`config.mk`:
```
export PLATFORM = sky130hd
export DESIGN_NAME = burst_write_gen
export DESIGN_NICKNAME = d
export VERILOG_FILES = /design/src/rtl/burst_write_gen.sv
export SDC_FILE = /design/constraint.sdc
export NUM_CORES = 1
export LEC_CHECK = 0
export BUFFER_PORTS_ARGS = -buffer_cell sky130_fd_sc_hd__buf_2
export CORE_MARGIN = 3
export CORE_UTILIZATION = 45
export DETAILED_ROUTE_END_ITERATION = 16
export HOLD_SLACK_MARGIN = 0.08
export PLACE_DENSITY_LB_ADDON = 0.15
export SLEW_MARGIN = 20
export SYNTH_ARGS = -nofsm -noshare
export SYNTH_HDL_FRONTEND = slang
export SYNTH_SLANG_ARGS = --single-unit
export TNS_END_PERCENT = 50
```
`constraint.sdc`:
```
create_clock -name clk_i -period 2.9 [get_ports clk_i]
set_input_delay 0.29 -clock clk_i [delete_from_list [all_inputs] [get_ports clk_i]]
set_output_delay 0.29 -clock clk_i [all_outputs]
set_load 0.1 [all_outputs]
```
`src/rtl/burst_write_gen.sv`:
```
// Burst/gap write-traffic source for the FIFO write port; first we_o 1 cycle after an accepted start.
// Backpressure: we_o follows wrdy_i in BURST; when stallable it holds position on a stall, otherwise the word is dropped.
module burst_write_gen #(
   parameter int LEN_W     = 8,
   parameter int NB_W      = 8,
   parameter int CNT_W     = 16,
   parameter int STALLABLE = 1
) (
   input  logic             clk_i,
   input  logic             rst_ni,
   input  logic             start_i,
   input  logic             abort_i,
   input  logic [LEN_W-1:0] burst_len_i,
   input  logic [LEN_W-1:0] idle_len_i,
   input  logic [NB_W-1:0]  num_bursts_i,
   input  logic             wrdy_i,
   output logic             we_o,
   output logic             busy_o,
   output logic             done_o,
   output logic [CNT_W-1:0] words_o,
   output logic [CNT_W-1:0] stalls_o,
   output logic [CNT_W-1:0] drops_o
);

   typedef enum logic [1:0] {S_IDLE, S_BURST, S_GAP, S_DONE} state_t;

   state_t            state, state_nxt;
   logic [LEN_W-1:0]  len_q, idle_q, word_cnt, gap_cnt;
   logic [NB_W-1:0]   nb_q, burst_cnt;
   logic [CNT_W-1:0]  words_q, stalls_q, drops_q;
   logic              start_ok, advance, last_word, last_burst, last_gap;

   function automatic logic [CNT_W-1:0] sat_inc(input logic [CNT_W-1:0] v);
      return (&v) ? v : v + 1'b1;
   endfunction

   assign start_ok   = (state == S_IDLE) && start_i && !abort_i &&
                       (burst_len_i != '0) && (num_bursts_i != '0);
   // A free-running source moves on every cycle; a stallable one only on accept.
   assign advance    = (STALLABLE != 0) ? wrdy_i : 1'b1;
   assign last_word  = (word_cnt == len_q - 1'b1);
   assign last_burst = (burst_cnt == nb_q - 1'b1);
   assign last_gap   = (gap_cnt == idle_q - 1'b1);

   always_comb begin
      state_nxt = state;
      we_o      = 1'b0;
      done_o    = 1'b0;
      case (state)
         S_IDLE: begin
            if (start_ok) state_nxt = S_BURST;
         end
         S_BURST: begin
            we_o = wrdy_i;
            if (advance && last_word) begin
               if (last_burst)          state_nxt = S_DONE;
               else if (idle_q != '0)   state_nxt = S_GAP;
               else                     state_nxt = S_BURST;
            end
         end
         S_GAP: begin
            if (last_gap) state_nxt = S_BURST;
         end
         S_DONE: begin
            done_o    = 1'b1;
            state_nxt = S_IDLE;
         end
         default: state_nxt = S_IDLE;
      endcase
      if (abort_i) begin
         state_nxt = S_IDLE;
         we_o      = 1'b0;
         done_o    = 1'b0;
      end
   end

   always_ff @(posedge clk_i or negedge rst_ni) begin
      if (!rst_ni) begin
         state     <= S_IDLE;
         len_q     <= '0;
         idle_q    <= '0;
         nb_q      <= '0;
         word_cnt  <= '0;
         gap_cnt   <= '0;
         burst_cnt <= '0;
         words_q   <= '0;
         stalls_q  <= '0;
         drops_q   <= '0;
      end else begin
         state <= state_nxt;
         if (start_ok) begin
            len_q     <= burst_len_i;
            idle_q    <= idle_len_i;
            nb_q      <= num_bursts_i;
            word_cnt  <= '0;
            gap_cnt   <= '0;
            burst_cnt <= '0;
            words_q   <= '0;
            stalls_q  <= '0;
            drops_q   <= '0;
         end else if (!abort_i) begin
            if (state == S_BURST) begin
               if (advance) begin
                  if (last_word) begin
                     word_cnt  <= '0;
                     gap_cnt   <= '0;
                     burst_cnt <= burst_cnt + 1'b1;
                  end else begin
                     word_cnt  <= word_cnt + 1'b1;
                  end
               end
               if (wrdy_i) begin
                  words_q <= sat_inc(words_q);
               end else begin
                  stalls_q <= sat_inc(stalls_q);
                  if (STALLABLE == 0) drops_q <= sat_inc(drops_q);
               end
            end else if (state == S_GAP) begin
               gap_cnt <= gap_cnt + 1'b1;
            end
         end
      end
   end

   assign busy_o   = (state != S_IDLE);
   assign words_o  = words_q;
   assign stalls_o = stalls_q;
   assign drops_o  = drops_q;

endmodule

```
==> results.json <==
{
  "outcome": "finished clean",
  "holdWs_ps": 107.7,
  "syn_area_per_cell_sq_um": 8.734,
  "clkSinkCount": 82,
  "synth_adder_area_share": 0.02298,
  "coreArea_sq_mm": 0.01046,
  "sw_frac_of_total": 0.4251,
  "drcViolationCount": 0,
  "hold_violations": 0,
  "fin_setup_tns_ps": 0,
  "die-area_sq_mm": 0.01218,
  "synth_warnings": 0,
  "drtPass1Iterations": 4,
  "via_per_inst": 5.399,
  "postPlaceCellArea_sq_mm": 0.005274,
  "power_frac_clock": 0.199,
  "ys_ff_latch": 82,
  "postRouteAntennaNets": 0,
  "syn_inst": 561,
  "final_cell_mix": "nand2_1, dfrtp_1, buf_2",
  "vias": 4103,
  "total_power_mw": 3.720,
  "fmax_mhz": 385.6,
  "clk_pin_slew_ps": 80,
  "crit_required_ps": 3150,
  "synth_compound_area_frac": 0.1037,
  "htreeDepth": 3,
  "pre_cts_slack_ps": 358.2,
  "final_cell_area_sq_mm": 0.005448,
  "fin_crit_ps": 2593,
  "start_util": 0.4683,
  "p_leak_nw": 2.554,
  "postSynth.asyncResetShare": 1.000,
  "synthFlopType": "dfrtp_1",
  "synth_xor_xnor_area_share": 0.1034,
  "yosys-mux-area-fraction": 0.01430,
  "synth_cell_types": 61,
  "antenna_cells": 0,
  "fillers": 1030,
  "max_slew_margin": 0.5529,
  "root_buffer": "clkbuf_8",
  "routed_wl_mm": 11.10,
  "worst_slew_pin_slew_ps": 667.4,
  "start_kind": "register",
  "place.gp.congestion": 0.8613,
  "crit_type": "reg2reg",
  "fin_nets": 657,
  "ios": 80,
  "syn_area_sq_mm": 0.004900,
  "synth-edff-count": 0,
  "setup-violations-final": 0,
  "worst_setup_path_end_kind": "register",
  "fp.dieW_um": 110.3,
  "dp_hpwl_mm": 8.084,
  "arrival_ps": 2840,
  "maxCapViolCount": 0,
  "grt_pass1_wl_mm": 18.42,
  "pwr-share-seq": 0.429,
  "port_buffers": 63,
  "post_cts_buffers": 0,
  "grt.total_usage": 0.1948,
  "rsz0062_at_grt": "false",
  "combPwrFrac": 0.372,
  "die_y_um": 110.3,
  "synth_top_family_by_area": "simple AND/OR/NAND/NOR gates",
  "drt_first_iter_violations": 184,
  "clock_latency_ps": 370,
  "hp-class": "in2reg",
  "p_int_mw": 2.139,
  "yosys.area_share.simple": 0.2740,
  "area_growth_syn_to_layout_pct": 11.18,
  "fin_ws_ps": 306.6,
  "wire_per_inst_um": 14.61,
  "power.switching_mw": 1.581,
  "critPathMaxFanout": 26,
  "cts_tree": "yes",
  "grt_start_max_net_pins": 47,
  "yosysSeqAreaShare": 0.4188,
  "numCtsBuffers": 9,
  "pwr_density_cell_mw_per_mm2": 682.9,
  "skew_ps": 10.87,
  "num_rows": 37,
  "drive_above_1_share": 0.1554,
  "final_common_cell": "nand2_1",
  "grt_antenna_before_repair": 1,
  "fin_crit_sh": 0.8943,
  "grt_pass1_vias": 3897,
  "ir_worst_vdd_mv": 0.4281,
  "drv_slew": 0,
  "clockBufferDepth": 2,
  "grt_overflow": 0
}
==> critical path: stages, from the launching register on <==
cell and delay, ps:
dfrtp_1 490, nor4_4 400, o21ai_1 130, a32oi_1 230
a21oi_1 150, o211ai_4 570, buf_4 310, a21oi_2 70
mux2i_1 120
==> Yosys cell counts, types with 2 or more instances <==
cell	number	area, sq um
a211o_1	2	17.52
a21o_1	3	22.52
a21oi_1	10	50.05
a21oi_2	5	43.79
a31oi_1	4	25.02
a32oi_1	2	17.52
and2_1	5	31.28
and3_1	11	68.82
and4_1	3	26.28
buf_1	3	11.26
buf_2	6	30.03
buf_4	18	135.1
buf_6	2	22.52
clkbuf_1	10	37.54
dfrtp_1	82	2052
ha_1	9	112.6
inv_1	17	63.81
mux2i_1	7	70.07
nand2_1	102	382.9
nand3_1	33	165.2
nand3b_1	7	52.55
nand4_1	11	68.82
nor2_1	48	180.2
nor3_1	11	55.05
nor3b_1	3	22.52
nor4_1	13	81.33
nor4b_1	3	26.28
o211ai_1	6	45.04
o21ai_0	27	135.1
o21ai_1	2	10.01
o31ai_1	3	22.52
or2_1	2	12.51
or3_1	5	31.28
or4_1	5	37.54
xnor2_1	33	289.0
xor2_1	23	201.4
==> metal layers <==
layer  up-vias  wire length (um)  global-route usage
met2        81              5066              0.3068
met5         -                13                   0
met1      1975              5185              0.2562
li1       2027                 -                   -
met4         2               207             0.08267
met3        18               630             0.04776
==> state kept, by name (all words and copies together) (netlist names), 8 cells and up <==
name       cells
gap_cnt        8
len_q          8
burst_cnt      8
stalls_o      16
words_o       16
word_cnt       8
idle_q         8
nb_q           8
==> worst paths after layout <==
path                                from         end  slack [ps]  cells past startpoint
max reg2reg                     len_q[2]  gap_cnt[5]         310                      8
min                        idle_len_i[2]   idle_q[2]         110                      3
max in group asynchronous         rst_ni  words_o[6]        1850                      3
min reg2reg                      nb_q[7]     nb_q[7]         520                      2
min in group asynchronous         rst_ni   idle_q[2]         430                      2
max                             len_q[2]  gap_cnt[5]         310                      8
==> power groups by stage <==
stage / Sequential [mW] / Clock (mW) / Combinational, mW
3_3_place_gp: 1.60 / 0 / 1.35
2_1_floorplan: 1.68 / 0 / 1.03
6_report: 1.60 / 0.739 / 1.39
5_1_grt: 1.63 / 0.815 / 1.55
3_5_place_dp: 1.61 / 0 / 1.39
4_1_cts: 1.59 / 0.771 / 1.40
==> layout make-up <==
| class | count | area, sq um | area share |
|---|---|---|---|
| clock buffers | 13 | 148.9 | 0.02733 |
| clock inverters | 3 | 15.01 | 0.002756 |
| multi-input cells | 437 | 2601 | 0.4775 |
| flip-flops and latches | 82 | 2052 | 0.3767 |
| inverters | 18 | 67.56 | 0.01240 |
| repair buffers | 71 | 392.9 | 0.07212 |
| well taps | 136 | 170.2 | 0.03124 |
==> repair_timing <==
| action | CTS | global route |
|---|---|---|
| setup endpoints to repair | 0 | 0 |
| hold endpoints to repair | 36 | 0 |
| gates resized for setup | 0 | 0 |
| hold buffers | 1 | 0 |
==> through the flow <==
stage	std cells	util
floorplan	576	-
finish	760	0.5207
CTS	760	0.5207
global placement	743	0.5041
global route	760	0.5207
detailed placement	743	0.5041
==> cell families (layout without fill, tap and decap cells) <==
| kind of cell | count (synthesis) | in the layout |
|---|---|---|
| simple gates | 272 | 272 |
| flops | 82 | 82 |
| compound gates | 76 | 76 |
| xor+xnor | 57 | 57 |
| buf+inv | 57 | 105 |
| fa+ha+maj | 9 | 9 |
| mux | 7 | 7 |
| other cells | 1 | 16 |
No activity file was read; power rests on OpenSTA's default activity.
